File: config.mk
export PLATFORM = sky130hd
export DESIGN_NAME = seven_seg_scanner
export DESIGN_NICKNAME = d
export VERILOG_FILES = /design/src/rtl/seven_seg_scanner_pkg.sv /design/src/rtl/seven_seg_scanner_timer.sv /design/src/rtl/seven_seg_scanner.sv
export SDC_FILE = /design/constraint.sdc
export NUM_CORES = 1
export LEC_CHECK = 0
export CAP_MARGIN = 20
export CORE_UTILIZATION = 45
export DETAILED_ROUTE_END_ITERATION = 12
export GPL_ROUTABILITY_DRIVEN = 0
export PLACE_DENSITY = 0.71
export SLEW_MARGIN = 20
export SYNTH_ARGS = -nofsm -noshare
export SYNTH_HDL_FRONTEND = slang
export SYNTH_HIERARCHICAL = 1
export SYNTH_SLANG_ARGS = --single-unit
File: constraint.sdc
create_clock -name clk_i -period 4.5 [get_ports clk_i]
set_input_delay 0.675 -clock clk_i [delete_from_list [all_inputs] [get_ports clk_i]]
set_output_delay 0.675 -clock clk_i [all_outputs]
set_load 0.05 [all_outputs]
File: src/rtl/seven_seg_scanner_pkg.sv
// Shared types, constants and the hex decoder for the seven-segment scanner.
// Optional feature macro: SEVEN_SEG_LEADING_ZERO_BLANK_EN (used in seven_seg_scanner.sv).
package seven_seg_pkg;

  // Active-low cathodes, {g,f,e,d,c,b,a}
  typedef logic [6:0] seg_t;

  localparam seg_t       SEG_OFF    = 7'h7F;
  localparam logic [3:0] ANODES_OFF = 4'hF;

  // Hex value to active-low segment pattern (lower-case b and d)
  function automatic seg_t hex_to_seg(input logic [3:0] value);
    seg_t seg;
    case (value)
      4'h0: seg = 7'h40;
      4'h1: seg = 7'h79;
      4'h2: seg = 7'h24;
      4'h3: seg = 7'h30;
      4'h4: seg = 7'h19;
      4'h5: seg = 7'h12;
      4'h6: seg = 7'h02;
      4'h7: seg = 7'h78;
      4'h8: seg = 7'h00;
      4'h9: seg = 7'h10;
      4'hA: seg = 7'h08;
      4'hB: seg = 7'h03;
      4'hC: seg = 7'h46;
      4'hD: seg = 7'h21;
      4'hE: seg = 7'h06;
      default: seg = 7'h0E;
    endcase
    return seg;
  endfunction

endpackage

File: src/rtl/seven_seg_scanner_timer.sv
// Slot timing: cnt runs 0..REFRESH_DIV-1 per digit slot, sel picks the digit
// round-robin and advances on each wrap.
module scan_timer
  import seven_seg_pkg::*;
#(
  parameter int unsigned REFRESH_DIV  = 100_000,
  parameter int unsigned BLANK_CYCLES = 1_000
) (
  input  logic       clk_i,
  input  logic       rst_i,
  output logic       slot_start_o,
  output logic       blank_o,
  output logic [1:0] sel_o
);

  localparam int unsigned CNT_W = $clog2(REFRESH_DIV);
  localparam logic [CNT_W-1:0] CNT_LAST  = CNT_W'(REFRESH_DIV - 1);
  localparam logic [CNT_W-1:0] CNT_BLANK = CNT_W'(BLANK_CYCLES);

  logic [CNT_W-1:0] cnt_q, cnt_d;
  logic [1:0]       sel_q, sel_d;

  // Next slot position and digit select
  always_comb begin
    cnt_d = cnt_q + 1'b1;
    sel_d = sel_q;
    if (cnt_q == CNT_LAST) begin
      cnt_d = '0;
      sel_d = sel_q + 2'd1;
    end
  end

  // Counter and select registers
  always_ff @(posedge clk_i) begin
    if (rst_i) begin
      cnt_q <= '0;
      sel_q <= '0;
    end else begin
      cnt_q <= cnt_d;
      sel_q <= sel_d;
    end
  end

  assign slot_start_o = (cnt_q == '0);
  assign blank_o      = (cnt_q < CNT_BLANK);
  assign sel_o        = sel_q;

endmodule

File: src/rtl/seven_seg_scanner.sv
// Time-multiplexes four hex digits onto a common-anode 4-digit display.
// Optional feature macro: SEVEN_SEG_LEADING_ZERO_BLANK_EN blanks a zero tens digit
// (digits 1 and 3) so paired values like "05" show as " 5".
module seven_seg_scanner
  import seven_seg_pkg::*;
#(
  parameter int unsigned REFRESH_DIV  = 100_000,
  parameter int unsigned BLANK_CYCLES = 1_000
) (
  input  logic       clk_i,
  input  logic       rst_i,
  input  logic       digit0_en_i,
  input  logic [3:0] digit0_i,
  input  logic       digit1_en_i,
  input  logic [3:0] digit1_i,
  input  logic       digit2_en_i,
  input  logic [3:0] digit2_i,
  input  logic       digit3_en_i,
  input  logic [3:0] digit3_i,
  output logic [3:0] anode_o,
  output seg_t       segments_o
);

  if (REFRESH_DIV < BLANK_CYCLES + 2) begin : g_bad_div
    $error("seven_seg_scanner: REFRESH_DIV must be >= BLANK_CYCLES+2");
  end
  if (BLANK_CYCLES < 1) begin : g_bad_blank
    $error("seven_seg_scanner: BLANK_CYCLES must be >= 1");
  end

  logic       slot_start;
  logic       blank;
  logic [1:0] sel;

  scan_timer #(
    .REFRESH_DIV  (REFRESH_DIV),
    .BLANK_CYCLES (BLANK_CYCLES)
  ) u_timer (
    .clk_i        (clk_i),
    .rst_i        (rst_i),
    .slot_start_o (slot_start),
    .blank_o      (blank),
    .sel_o        (sel)
  );

  logic       en_mux;
  logic [3:0] val_mux;
  logic       snap_en_q, snap_en_d;
  logic [3:0] snap_val_q, snap_val_d;
  logic [3:0] anode_q, anode_d;
  seg_t       seg_q, seg_d;

  // Select the digit owning the current slot
  always_comb begin
    en_mux  = digit0_en_i;
    val_mux = digit0_i;
    case (sel)
      2'd1: begin en_mux = digit1_en_i; val_mux = digit1_i; end
      2'd2: begin en_mux = digit2_en_i; val_mux = digit2_i; end
      2'd3: begin en_mux = digit3_en_i; val_mux = digit3_i; end
      default: ;
    endcase
  end

  // Snapshot the slot's digit once at slot start so mid-slot changes cannot tear
  always_comb begin
    snap_en_d  = snap_en_q;
    snap_val_d = snap_val_q;
    if (slot_start) begin
      snap_en_d  = en_mux;
      snap_val_d = val_mux;
`ifdef SEVEN_SEG_LEADING_ZERO_BLANK_EN
      // Odd select = tens digit of a pair; a zero there is shown dark
      if (sel[0] && (val_mux == 4'h0)) begin
        snap_en_d = 1'b0;
      end
`endif
    end
  end

  // Output decode: dark during the blanking lead-in or for a disabled digit
  always_comb begin
    anode_d = ANODES_OFF;
    seg_d   = SEG_OFF;
    if (!blank && snap_en_q) begin
      anode_d = ~(4'b0001 << sel);
      seg_d   = hex_to_seg(snap_val_q);
    end
  end

  // Snapshot and output registers
  always_ff @(posedge clk_i) begin
    if (rst_i) begin
      snap_en_q  <= 1'b0;
      snap_val_q <= '0;
      anode_q    <= ANODES_OFF;
      seg_q      <= SEG_OFF;
    end else begin
      snap_en_q  <= snap_en_d;
      snap_val_q <= snap_val_d;
      anode_q    <= anode_d;
      seg_q      <= seg_d;
    end
  end

  assign anode_o    = anode_q;
  assign segments_o = seg_q;

endmodule

# Yosys cells after proc, flatten, opt, wreduce, memory -nomap -nowiden
# Memories as Yosys holds them, arrays and structs flattened. A register that Yosys moved wholly into a read port is not among the register bits.
# Cells that the tools add are included.
# word_totals
register_bits	28
elab_cells	23
input_bits	22
output_inout_bits	11
rom_bits	112
mem_count	1
# classes
add_sub_neg	2
n_reduce_logical	5
muxes	2
order_cmp	1
eq_ne	4
shift	1
bitwise_logic	2
# memory_table
memory	depth	width	rd	rd_ports_with_merged_regs	wr	line_no	rtl
(name not given)	16	7	1	1	0	seven_seg_scanner_pkg.sv:14	case (value)
# op_table
op	count
$add 17x1->17 const B	1
$eq 17x17->1 const B	1
$logic_not 17->1	1
$lt 17x10->1 const B	1
$pmux 4 s3	1
$eq 2x2->1 const B	2
$not 4->4	1
$reduce_or 2->1	2
$shl 1x2->4 const A	1
$pmux 1 s3	1
$add 2x1->2 const B	1
$eq 2x1->1 const B	1
$logic_and 1x1->1	1
$logic_not 1->1	1
$not 1->1	1

# Longest topological paths before layout
# logic_depth
depth_word	5
depth_mapped	7
mapped_depth_nobuf	6

# By module
# The synthesis kept the hierarchy.
# by_module_without_submodules
mod	area_each_um2	n_inst	cells_each	seq_area_each_um2
scan_timer	914.6	1	111	380.4
seven_seg_scanner	830.8	1	77	320.3

# Least setup slack after synthesis
# No wires, ideal clock.
# synth_path
path_kind	register -> register
startpoint	register u_timer.cnt_q[12]
endpoint	register snap_en_q
path_stages_with_launch	7
t_required_ns	4.386
setup_time_ns	0.114
synth_period_minus_slack_ns	2.057
n_path_buf	1
slack_ns	2.443
arrival_time_ns	1.943
path_cell_list	dfxtp_1 -> or4_1 -> or4_1 -> nor4_1 -> buf_2 -> mux2i_1 -> nor2_1
# synth_between
elab_chain_len	1
# synth_lines
item	line_no	rtl
start: declaration	seven_seg_scanner_timer.sv:20	logic [CNT_W-1:0] cnt_q, cnt_d;
start signal: assignment	seven_seg_scanner_timer.sv:39	cnt_q <= cnt_d;
$logic_not 17->1	seven_seg_scanner_timer.sv:44	assign slot_start_o = (cnt_q == '0);
via slot_start	seven_seg_scanner.sv:31	logic slot_start;
end signal: assignment	seven_seg_scanner.sv:99	snap_en_q <= snap_en_d;
end: declaration	seven_seg_scanner.sv:48	logic snap_en_q, snap_en_d;
# The timed path passes the listed nets, and every way through them passes these cells.
# A chain may end at the register's enable or synchronous reset.

# Worst setup path in the final report
# layout_path
startpoint	register u_timer.cnt_q[12]
endpoint	register snap_val_q[0]
# layout_between
elab_chain_len	1
# layout_lines
item	line_no	rtl
$logic_not 17->1	seven_seg_scanner_timer.sv:44	
via slot_start	seven_seg_scanner.sv:31	
end signal: assignment	seven_seg_scanner.sv:100	snap_val_q <= snap_val_d;
end: declaration	seven_seg_scanner.sv:49	logic [3:0] snap_val_q, snap_val_d;
# The timed path passes the listed nets, and every way through them passes these cells.

==> flow_summary_export.csv <==
group,metric,value,unit
detailed_routing,vias_per_cell,5.47,
logic_synthesis,synth_top_area_cell,"dfxtp_1",
placement,dpl.hpwl,3000,um
floorplan,io_pins,33,
layout,finish.instance_area,2190,um^2
worst_setup_path,cp_num_buf_inv,0,
floorplan,core-area,3690,um^2
worst_hold_path,hold_path_class,"reg2reg",
logic_synthesis,ys.flop_type,"dfxtp_1",
clocking,cts_tree,"done",
worst_setup_path,crit_cells,5,
sta,finalHoldViolCount,0,
placement,placed_area,2080,um^2
grt,grt_max_degree,15,
detailed_routing,antenna_left,0,
sta,setup-violations-final,0,
detailed_routing,first_pass_iters,4,
sta,tightest_slew,0.768,ns
worst_setup_path,startpoint,"u_timer/cnt_q[12]$_SDFF_PP0_",
detailed_routing,routed_wl,3890,um
worst_setup_path,worst_setup_path_start_kind,"flip-flop",
detailed_routing,via_count,1460,
logic_synthesis,synth_area_leaders,"dfxtp_1 (40%), ha_1 (6.5%), mux4_2 (6.5%)",
logic_synthesis,yosysWarnings,6,
placement,placed_cells,259,
clocking,hold_buffers,0,
grt,grt_pass1_vias,1455,
worst_setup_path,cp_data_required_time,4.65,ns
worst_setup_path,cp-endpoint,"snap_val_q[0]$_SDFFE_PP0P_",
power_and_ir_drop,ir_worst_vdd,226,uV
logic_synthesis,synth_sequential_area_ratio,0.401,
detailed_routing,drc,0,
worst_setup_path,cpPeakStageDelay,0.73,ns
logic_synthesis,syn_avg_cell_area,9.28,um^2
floorplan,start_util,0.473,
sta,clock_skew,0.00746,ns
floorplan,die_h,64.3,um
worst_setup_path,r2r_slack,1.90,ns
worst_setup_path,reg2reg_from,"u_timer/cnt_q[12]$_SDFF_PP0_",
power_and_ir_drop,powerDensity,290,nW/um^2
clocking,cts_htree_levels,2,
clocking,cts_buffer_depth,2,
clocking,clk_latency,0.28,ns
run_status,status,"finished, final reports clean",
worst_setup_path,end_kind,"flip-flop",
detailed_routing,wl_per_cell,14.6,um
worst_setup_path,path_cells,"or4_1, or4_1, nor4_2, mux2i_1, nor2_1",
layout,syn_to_final_growth,25.4,%
clocking,clk_pin_slew,0.06,ns
grt,overflow,0,
sta,finalHoldWorstSlack,0.486,ns
worst_setup_path,slowest_stage,"nor4_2",
worst_setup_path,cp.arrival,2.75,ns
detailed_routing,drt_iter0_drc,85,
worst_hold_path,hold_path.startpoint,"u_timer/cnt_q[0]$_SDFF_PP0_",
placement,io_buffers,32,
worst_setup_path,cpLargestDelayFamily,"simple AND/OR/NAND/NOR gates",
layout,final_common_cell,"dfxtp_1",
clocking,cts_sinks,35,
worst_setup_path,path_class,"reg2reg",
floorplan,die_x,64.3,um
logic_synthesis,async_flop_share,0,
logic_synthesis,ys_ff_latch,35,
sta,fmax,385,MHz
logic_synthesis,synth_cell_types,38,
clocking,root_buffer,"clkbuf_8",
layout,layout_common_cells,"dfxtp_1 (35), clkdlybuf4s50_1 (32), nor2_1 (28)",
worst_setup_path,rr_endpoint,"snap_val_q[0]$_SDFFE_PP0P_",
logic_synthesis,yosysTopAreaCellShare,0.401,
clocking,cts_setup_buffers,0,
floorplan,rows,22,
clocking,cts_made_buffers,5,
sta,finalSetupTns,0,ns
logic_synthesis,syn_nets,219,
logic_synthesis,synth_edf_count,0,
sta,max-slew-margin-rel,0.484,
layout,finalNetCount,249,
worst_setup_path,path_common_cell,"or4_1",
layout,drive_gt1_frac,0.0822,
sta,fin_crit_sh,0.578,
layout,stdcell_count,267,
flow_run,cap_viol_max_count,0,
layout,n_fill_cell,311,
clocking,cts_resized,0,
worst_setup_path,path_max_fanout,5,
floorplan,die-area,4130,um^2
sta,period_needed,2.60,ns
logic_synthesis,synthCells,188,
grt,track_usage,0.204,
layout,antenna_cells,0,
grt,grt_pass1_wl,6530,um
worst_setup_path,reg2reg_depth,5,
layout,fin_util,0.594,
logic_synthesis,synth_area,1750,um^2
sta,grt_setup_unrepaired,"false",
grt,antenna_found_initial,0,
power_and_ir_drop,p_leak,0.772,nW
sta,slew_viol_final,0,
-- layer usage --
| layer | wire length (um) | GRT usage | up-vias |
|---|---|---|---|
| li1 | - | - | 722 |
| met1 | 1680 | 0.240 | 697 |
| met2 | 2040 | 0.363 | 35 |
| met3 | 109 | 0.0429 | 6 |
| met4 | 57 | 0.0694 | 0 |
| met5 | 0 | 0 | - |
-- sequential cells by signal, summed over array words and instances, names as in the netlist --
name and flops:
anode_o 4, segments_o 7, snap_en_q 1, snap_val_q 4, u_timer/cnt_q 17, u_timer/sel_o 2
-- logic make-up (layout without fill, tap and decap cells) --
kind of cell / count (synthesis) / count (layout) / synth area share
xor+xnor: 13 / 13 / 0.0652
simple gates: 81 / 81 / 0.244
buf+inv: 20 / 51 / 0.0509
compound gates: 20 / 20 / 0.0803
mux: 10 / 10 / 0.0932
flops: 35 / 35 / 0.401
fa+ha+maj: 9 / 9 / 0.0645
-- how the worst min path moves through the flow --
stage                                              to  cells past startpoint
final                     u_timer/cnt_q[0]$_SDFF_PP0_                      1
after global routing      u_timer/cnt_q[0]$_SDFF_PP0_                      1
after CTS                 u_timer/cnt_q[0]$_SDFF_PP0_                      1
after detailed placement  u_timer/cnt_q[0]$_SDFF_PP0_                      1
after global placement    u_timer/cnt_q[0]$_SDFF_PP0_                      1
after floorplan           u_timer/cnt_q[0]$_SDFF_PP0_                      1
-- through the flow --
| stage | worst slack [ns] | power [mW] |
|---|---|---|
| final | 1.90 | 0.635 |
| after detailed placement | 1.56 | 0.400 |
| after floorplan | 2.44 | 0.371 |
| after global routing | 1.81 | 0.668 |
| after global placement | 1.69 | 0.394 |
| after CTS | 1.49 | 0.642 |
-- cell usage after synthesis (2+ instances only) --
| library cell | number |
|---|---|
| dfxtp_1 | 35 |
| nor2_1 | 28 |
| nand3_1 | 13 |
| inv_1 | 11 |
| xnor2_1 | 10 |
| ha_1 | 9 |
| nor4_1 | 6 |
| mux2i_1 | 5 |
| mux4_2 | 5 |
| nor3_1 | 5 |
| o21ai_0 | 5 |
| o311ai_0 | 5 |
| a21oi_1 | 4 |
| buf_2 | 4 |
| nand4_1 | 4 |
| or3_1 | 4 |
| clkbuf_1 | 3 |
| nand2_1 | 3 |
| nand3b_1 | 3 |
| nor2b_1 | 3 |
| xor2_1 | 3 |
| and2_1 | 2 |
| o211ai_1 | 2 |
| or4_1 | 2 |
-- power breakdown --
group / internal (mW) / switching [mW]
Sequential: 0.316 / 0.0117
Combinational: 0.0370 / 0.0292
Clock: 0.140 / 0.101
Total: 0.493 / 0.142
-- area by class of cell --
cell class | count | area (um^2) | area share
Multi-Input combinational cell | 133 | 967 | 0.442
Tap cell | 48 | 60.1 | 0.0274
Sequential cell | 35 | 701 | 0.320
Clock buffer | 8 | 100 | 0.0457
Timing Repair Buffer | 32 | 320 | 0.146
Inverter | 11 | 41.3 | 0.0189
No activity file was read; power rests on OpenSTA's default activity.
